--- src/rtl/axi_logger_ctrl.sv ---
// axi_logger_ctrl: run controller for the AR/AW BRAM loggers, sequencing clear/run/stop
// and exposing CTRL/CMD/STATUS/RUNCNT registers plus a full interrupt.
module axi_logger_ctrl #(
  parameter int CLEAR_CYCLES  = 2,
  parameter int RUNCNT_BITW   = 32,
  parameter int REG_ADDR_BITW = 4
) (
  input  logic                     Clk_CI,
  input  logic                     Rst_RBI,
  input  logic                     RegWrEn_SI,
  input  logic                     RegRdEn_SI,
  input  logic [REG_ADDR_BITW-1:0] RegAddr_DI,
  input  logic [31:0]              RegWrData_DI,
  output logic [31:0]              RegRdData_DO,
  input  logic                     ArFull_SI,
  input  logic                     AwFull_SI,
  output logic                     Clear_SO,
  output logic                     LogEn_SO,
  output logic                     IrqFull_SO
);
  localparam int CW = $clog2(CLEAR_CYCLES + 1);
  localparam int IW = REG_ADDR_BITW - 2;
  typedef enum logic [1:0] {S_DIS, S_CLR, S_RUN, S_STOP} state_t;
  state_t                 r_state, w_nxt;
  logic [2:0]             r_ctrl, w_ctrl_nxt;
  logic [CW-1:0]          r_clr_cnt;
  logic [RUNCNT_BITW-1:0] r_runcnt;
  logic                   r_full_d, r_pend, r_irq;
  logic [31:0]            r_rd;
  logic [IW-1:0]          w_idx;
  logic                   w_wr_ctrl, w_wr_cmd, w_clr, w_ack, w_full, w_edge, w_enter_clr, w_pend_nxt;
  logic [31:0]            w_rd_data;
  logic                   w_unused;
  assign w_idx       = RegAddr_DI[REG_ADDR_BITW-1:2];
  assign w_wr_ctrl   = RegWrEn_SI && w_idx == IW'(0);
  assign w_wr_cmd    = RegWrEn_SI && w_idx == IW'(1);
  assign w_clr       = w_wr_cmd && RegWrData_DI[0];
  assign w_ack       = w_wr_cmd && RegWrData_DI[1];
  assign w_ctrl_nxt  = w_wr_ctrl ? RegWrData_DI[2:0] : r_ctrl;
  assign w_full      = ArFull_SI | AwFull_SI;
  assign w_edge      = w_full && !r_full_d && r_state == S_RUN;
  assign w_enter_clr = w_nxt == S_CLR && r_state != S_CLR;
  // Entering CLEAR beats a same-cycle full edge; a full edge beats ACK.
  assign w_pend_nxt  = w_enter_clr ? 1'b0 : w_edge ? 1'b1 : w_ack ? 1'b0 : r_pend;
  assign w_rd_data   = w_idx == IW'(0) ? {29'b0, r_ctrl} :
                       w_idx == IW'(2) ? {27'b0, r_pend, AwFull_SI, ArFull_SI, r_state} :
                       w_idx == IW'(3) ? 32'(r_runcnt) : 32'b0;
  assign w_unused    = ^{RegWrData_DI[31:3], RegAddr_DI[1:0]};
  always_ff @(posedge Clk_CI or negedge Rst_RBI)
    if (!Rst_RBI) r_state <= S_DIS;
    else          r_state <= w_nxt;
  always_comb begin
    w_nxt = r_state;
    case (r_state)
      S_DIS:   w_nxt = (w_clr || (w_wr_ctrl && RegWrData_DI[0] && !r_ctrl[0])) ? S_CLR : S_DIS;
      S_CLR:   w_nxt = r_clr_cnt != CW'(CLEAR_CYCLES - 1) ? S_CLR : w_ctrl_nxt[0] ? S_RUN : S_DIS;
      S_RUN:   w_nxt = w_clr ? S_CLR : !w_ctrl_nxt[0] ? S_DIS : (w_full && w_ctrl_nxt[1]) ? S_STOP : S_RUN;
      default: w_nxt = w_clr ? S_CLR : !w_ctrl_nxt[0] ? S_DIS : S_STOP;
    endcase
  end
  always_comb begin
    Clear_SO   = r_state == S_CLR;
    LogEn_SO   = r_state == S_RUN;
    IrqFull_SO = r_irq;
  end
  assign RegRdData_DO = r_rd;
  always_ff @(posedge Clk_CI or negedge Rst_RBI)
    if (!Rst_RBI) begin
      r_ctrl    <= '0;
      r_clr_cnt <= '0;
      r_runcnt  <= '0;
      r_full_d  <= 1'b0;
      r_pend    <= 1'b0;
      r_irq     <= 1'b0;
      r_rd      <= '0;
    end else begin
      r_ctrl    <= w_ctrl_nxt;
      r_clr_cnt <= r_state == S_CLR ? r_clr_cnt + CW'(1) : '0;
      r_runcnt  <= r_state == S_CLR ? '0 :
                   (r_state == S_RUN && !(&r_runcnt)) ? r_runcnt + RUNCNT_BITW'(1) : r_runcnt;
      // Held low through CLEAR so a full still asserted afterwards re-triggers in RUN.
      r_full_d  <= (r_state == S_CLR || w_nxt == S_CLR) ? 1'b0 : w_full;
      r_pend    <= w_pend_nxt;
      r_irq     <= w_pend_nxt & w_ctrl_nxt[2];
      if (RegRdEn_SI) r_rd <= w_rd_data;
    end
endmodule

--- config.mk ---
export PLATFORM = sky130hd
export DESIGN_NAME = axi_logger_ctrl
export DESIGN_NICKNAME = d
export VERILOG_FILES = /design/src/rtl/axi_logger_ctrl.sv
export SDC_FILE = /design/constraint.sdc
export NUM_CORES = 1
export LEC_CHECK = 0
export CORE_ASPECT_RATIO = 0.9
export CORE_MARGIN = 5
export CORE_UTILIZATION = 40
export DETAILED_ROUTE_END_ITERATION = 12
export DONT_BUFFER_PORTS = 1
export PLACE_DENSITY = 0.55
export SYNTH_ARGS = -nofsm -noshare
export SYNTH_HDL_FRONTEND = slang
export SYNTH_SLANG_ARGS = --single-unit
--- constraint.sdc ---
create_clock -name Clk_CI -period 3.8 [get_ports Clk_CI]
set_clock_uncertainty 0.15 [all_clocks]
set_input_delay 0.19 -clock Clk_CI [delete_from_list [all_inputs] [get_ports Clk_CI]]
set_output_delay 0.19 -clock Clk_CI [all_outputs]
set_load 0.05 [all_outputs]
==> flow_summary.json <==
{
  "status": "finished, final reports clean",
  "clkTransAtPathRegs_ps": 80,
  "grt-ovfl-total": 0,
  "rsz0062_at_grt": "false",
  "comb_power_share_pct": 16.6,
  "core-area_mm2": 0.00865,
  "fin_tns_setup_ps": 0,
  "vias": 2770,
  "cellPowerDensity_mw_per_mm2": 476,
  "intPower_w": 0.00135,
  "ios": 77,
  "yosysUniqueCellTypes": 57,
  "p_seq_share_pct": 47.2,
  "critPathCaptureType": "flop",
  "start_util_pct": 41.3,
  "hp-class": "in -> reg",
  "antenna_found_initial": 0,
  "fmaxAchievable_ghz": 0.377,
  "grt_max_degree": 75,
  "crit_start": "r_state[0]",
  "setup_ws_ps": 1150,
  "gp_congestion": 0.817,
  "hold_viol": 0,
  "vias_per_cell": 5.47,
  "cts_setup_buffers": 0,
  "drt_iter0_markers": 122,
  "cp_slowest_cell": "or4_4",
  "start_kind": "flop",
  "power.switching_w": 0.000586,
  "syn-cell-area_mm2": 0.00357,
  "crit_fanout": 17,
  "setup_viol": 0,
  "finalCriticalPeriod_ps": 2650,
  "hpwlAfterDp_um": 5280,
  "die-area_mm2": 0.0109,
  "yosysTopAreaCellShare_pct": 51.9,
  "syn_area_per_cell_um2": 9.62,
  "rows": 32,
  "die_w_um": 110,
  "synth_area_leaders": "dfrtp_1, nand2_1, o21ai_0, inv_1, mux2i_1",
  "dieHeight_um": 99.6,
  "yosys.area.top_type": "dfrtp_1",
  "ant_nets": 0,
  "ir_worst_vdd_v": 0.000249,
  "crit_chain": "nand2b_1 > or4_4 > a211oi_4 > a21oi_1 > a31o_2",
  "max_stage_delay_ps": 660,
  "leakage_nw": 1.70,
  "syn_to_final_growth_pct": 13.8,
  "timing.final.crit_share_pct": 69.8,
  "r2r_start": "r_state[0]",
  "syn_nets": 415,
  "yosysSeqAreaShare_pct": 51.9,
  "min_from": "RegAddr_DI[3]",
  "nNetsFinal": 426,
  "syn_inst": 371,
  "numCtsBuffers": 9,
  "io_buffers": 0,
  "max_slew_margin_pct": 27.0,
  "synth-edff-count": 0,
  "antenna_cells": 0,
  "layout-drive-gt1-share_pct": 8.79,
  "track_usage_pct": 16.8,
  "finalMaxSlewViolations": 0,
  "grt_pass1_vias": 2790,
  "drc_errors": 0,
  "wl_per_cell_um": 16.6,
  "drtPass1Iterations": 5,
  "clock_tree.buffer_depth": 2,
  "routed_wl_um": 8400,
  "maxCapViolCount": 0,
  "post-place-ws_ps": 1170,
  "yosysWarningCount": 0,
  "ys.flop_type": "dfrtp_1",
  "crit_type": "reg -> reg",
  "worst_pin_slew_ps": 1100,
  "htreeDepth": 3,
  "cts_tree": "built",
  "swShare_pct": 30.3,
  "fin_util_pct": 47.0,
  "critPathArrivalTime_ps": 2740,
  "clkLatencyLatePin_ps": 350,
  "grt_pass1_wl_um": 14300,
  "async_flop_share_pct": 100,
  "clock_sinks": 74,
  "cts_root_buffer": "clkbuf_8",
  "required_ps": 3890,
  "ys_ff_latch": 74,
  "clockPowerShare_pct": 36.3
}
## cell type report
class                   instances  area (µm²)
clock buffers                  12         155
multi-input cells             246        1520
well taps                     119         149
inverters                      34         128
clock inverters                 4        73.8
repair buffers                 17         190
fillers                       851        4580
flip-flops and latches         74        1850
## flip-flops by register name, indices dropped and copies added, names as in the netlist
name,flops
RegRdData_DO,32
r_runcnt,32
r_ctrl,3
r_clr_cnt,2
r_state,2
IrqFull_SO,1
r_full_d,1
r_pend,1
## synth_stat cells (all sizes together), types with 4 or more instances
cell type  number
and3            9
o211ai          6
a21boi          5
nand2          53
nand3          13
mux2i          11
o21ai          31
and4            4
mux2            5
o31ai           5
inv            33
a21oi          11
clkbuf         15
nor2           20
a211oi          4
nor3            4
dfrtp          74
nand4          11
a41oi           4
## power by group through the flow
stage                     clock network (W)  registers (W)  logic [W]
after floorplan                           0       0.000901   0.000230
after detailed placement                  0       0.000929   0.000281
final                              0.000701       0.000913   0.000320
after global placement                    0       0.000927   0.000277
after global routing               0.000754       0.000922   0.000361
after CTS                          0.000717       0.000913   0.000324
## what timing repair did
item	CTS	global route
endpoints found under the setup margin	0	0
hold endpoints to repair	112	0
hold buffers	14	0
resized for setup	0	0
## final timing paths
check,endpoint,cells past startpoint,slack (ps)
worst max register to register,r_runcnt[21],5,1150
worst min-delay path,r_pend,4,50
min in group asynchronous,r_runcnt[14],2,280
worst max-delay path,r_runcnt[21],5,1150
max in group asynchronous,r_runcnt[4],2,2930
worst min register to register,r_clr_cnt[0],1,280
## worst max-delay path, delay by kind of cell, from the launching register on
kind            cells  cell delay (ps)
compound gates      3              750
flops               1              590
simple gates        2             1050
## cell families after synthesis
family,share of synthesized area [%]
AO/OA/AOI/OAI,17.3
XOR/XNOR,0.736
adder cells (fa/ha/maj),0.701
buffers and inverters,5.64
flip-flops,51.9
multiplexers,4.66
AND/OR/NAND/NOR,19.1
## cells in the final DEF, fill, tap and decap left out, types with 4 or more instances in the layout
cell type	instances
a21boi_0	5
a21oi_1	11
a41oi_1	4
and3_1	9
and4_1	4
clkbuf_8	11
dfrtp_1	74
dlygate4sd3_1	12
inv_1	33
mux2_2	5
mux2i_1	11
nand2_1	53
nand3_1	13
nand4_1	10
nor2_1	20
o211ai_1	6
o21ai_0	31
o31ai_1	5
## per-layer routing
| layer | global-route usage [%] | routed length, µm | share of wire, % | vias up |
|---|---|---|---|---|
| li1 | - | - | - | 1352 |
| met1 | 22.9 | 3980 | 47 | 1344 |
| met2 | 24.6 | 3760 | 45 | 63 |
| met3 | 6.49 | 549 | 6.5 | 11 |
| met4 | 5.08 | 109 | 1.3 | 0 |
| met5 | 0 | 0 | 0 | - |
## per-stage QoR
stage	std cells	power (W)	cell area (µm²)	hold WS (ps)
after floorplan	371	0.00113	3570	-256
after global placement	476	0.00120	3670	-253
after detailed placement	476	0.00121	3670	-253
after CTS	506	0.00195	4060	7.74
after global routing	506	0.00204	4060	67.9
final	506	0.00193	4060	49.1
No activity file was read; power rests on OpenSTA's default activity.
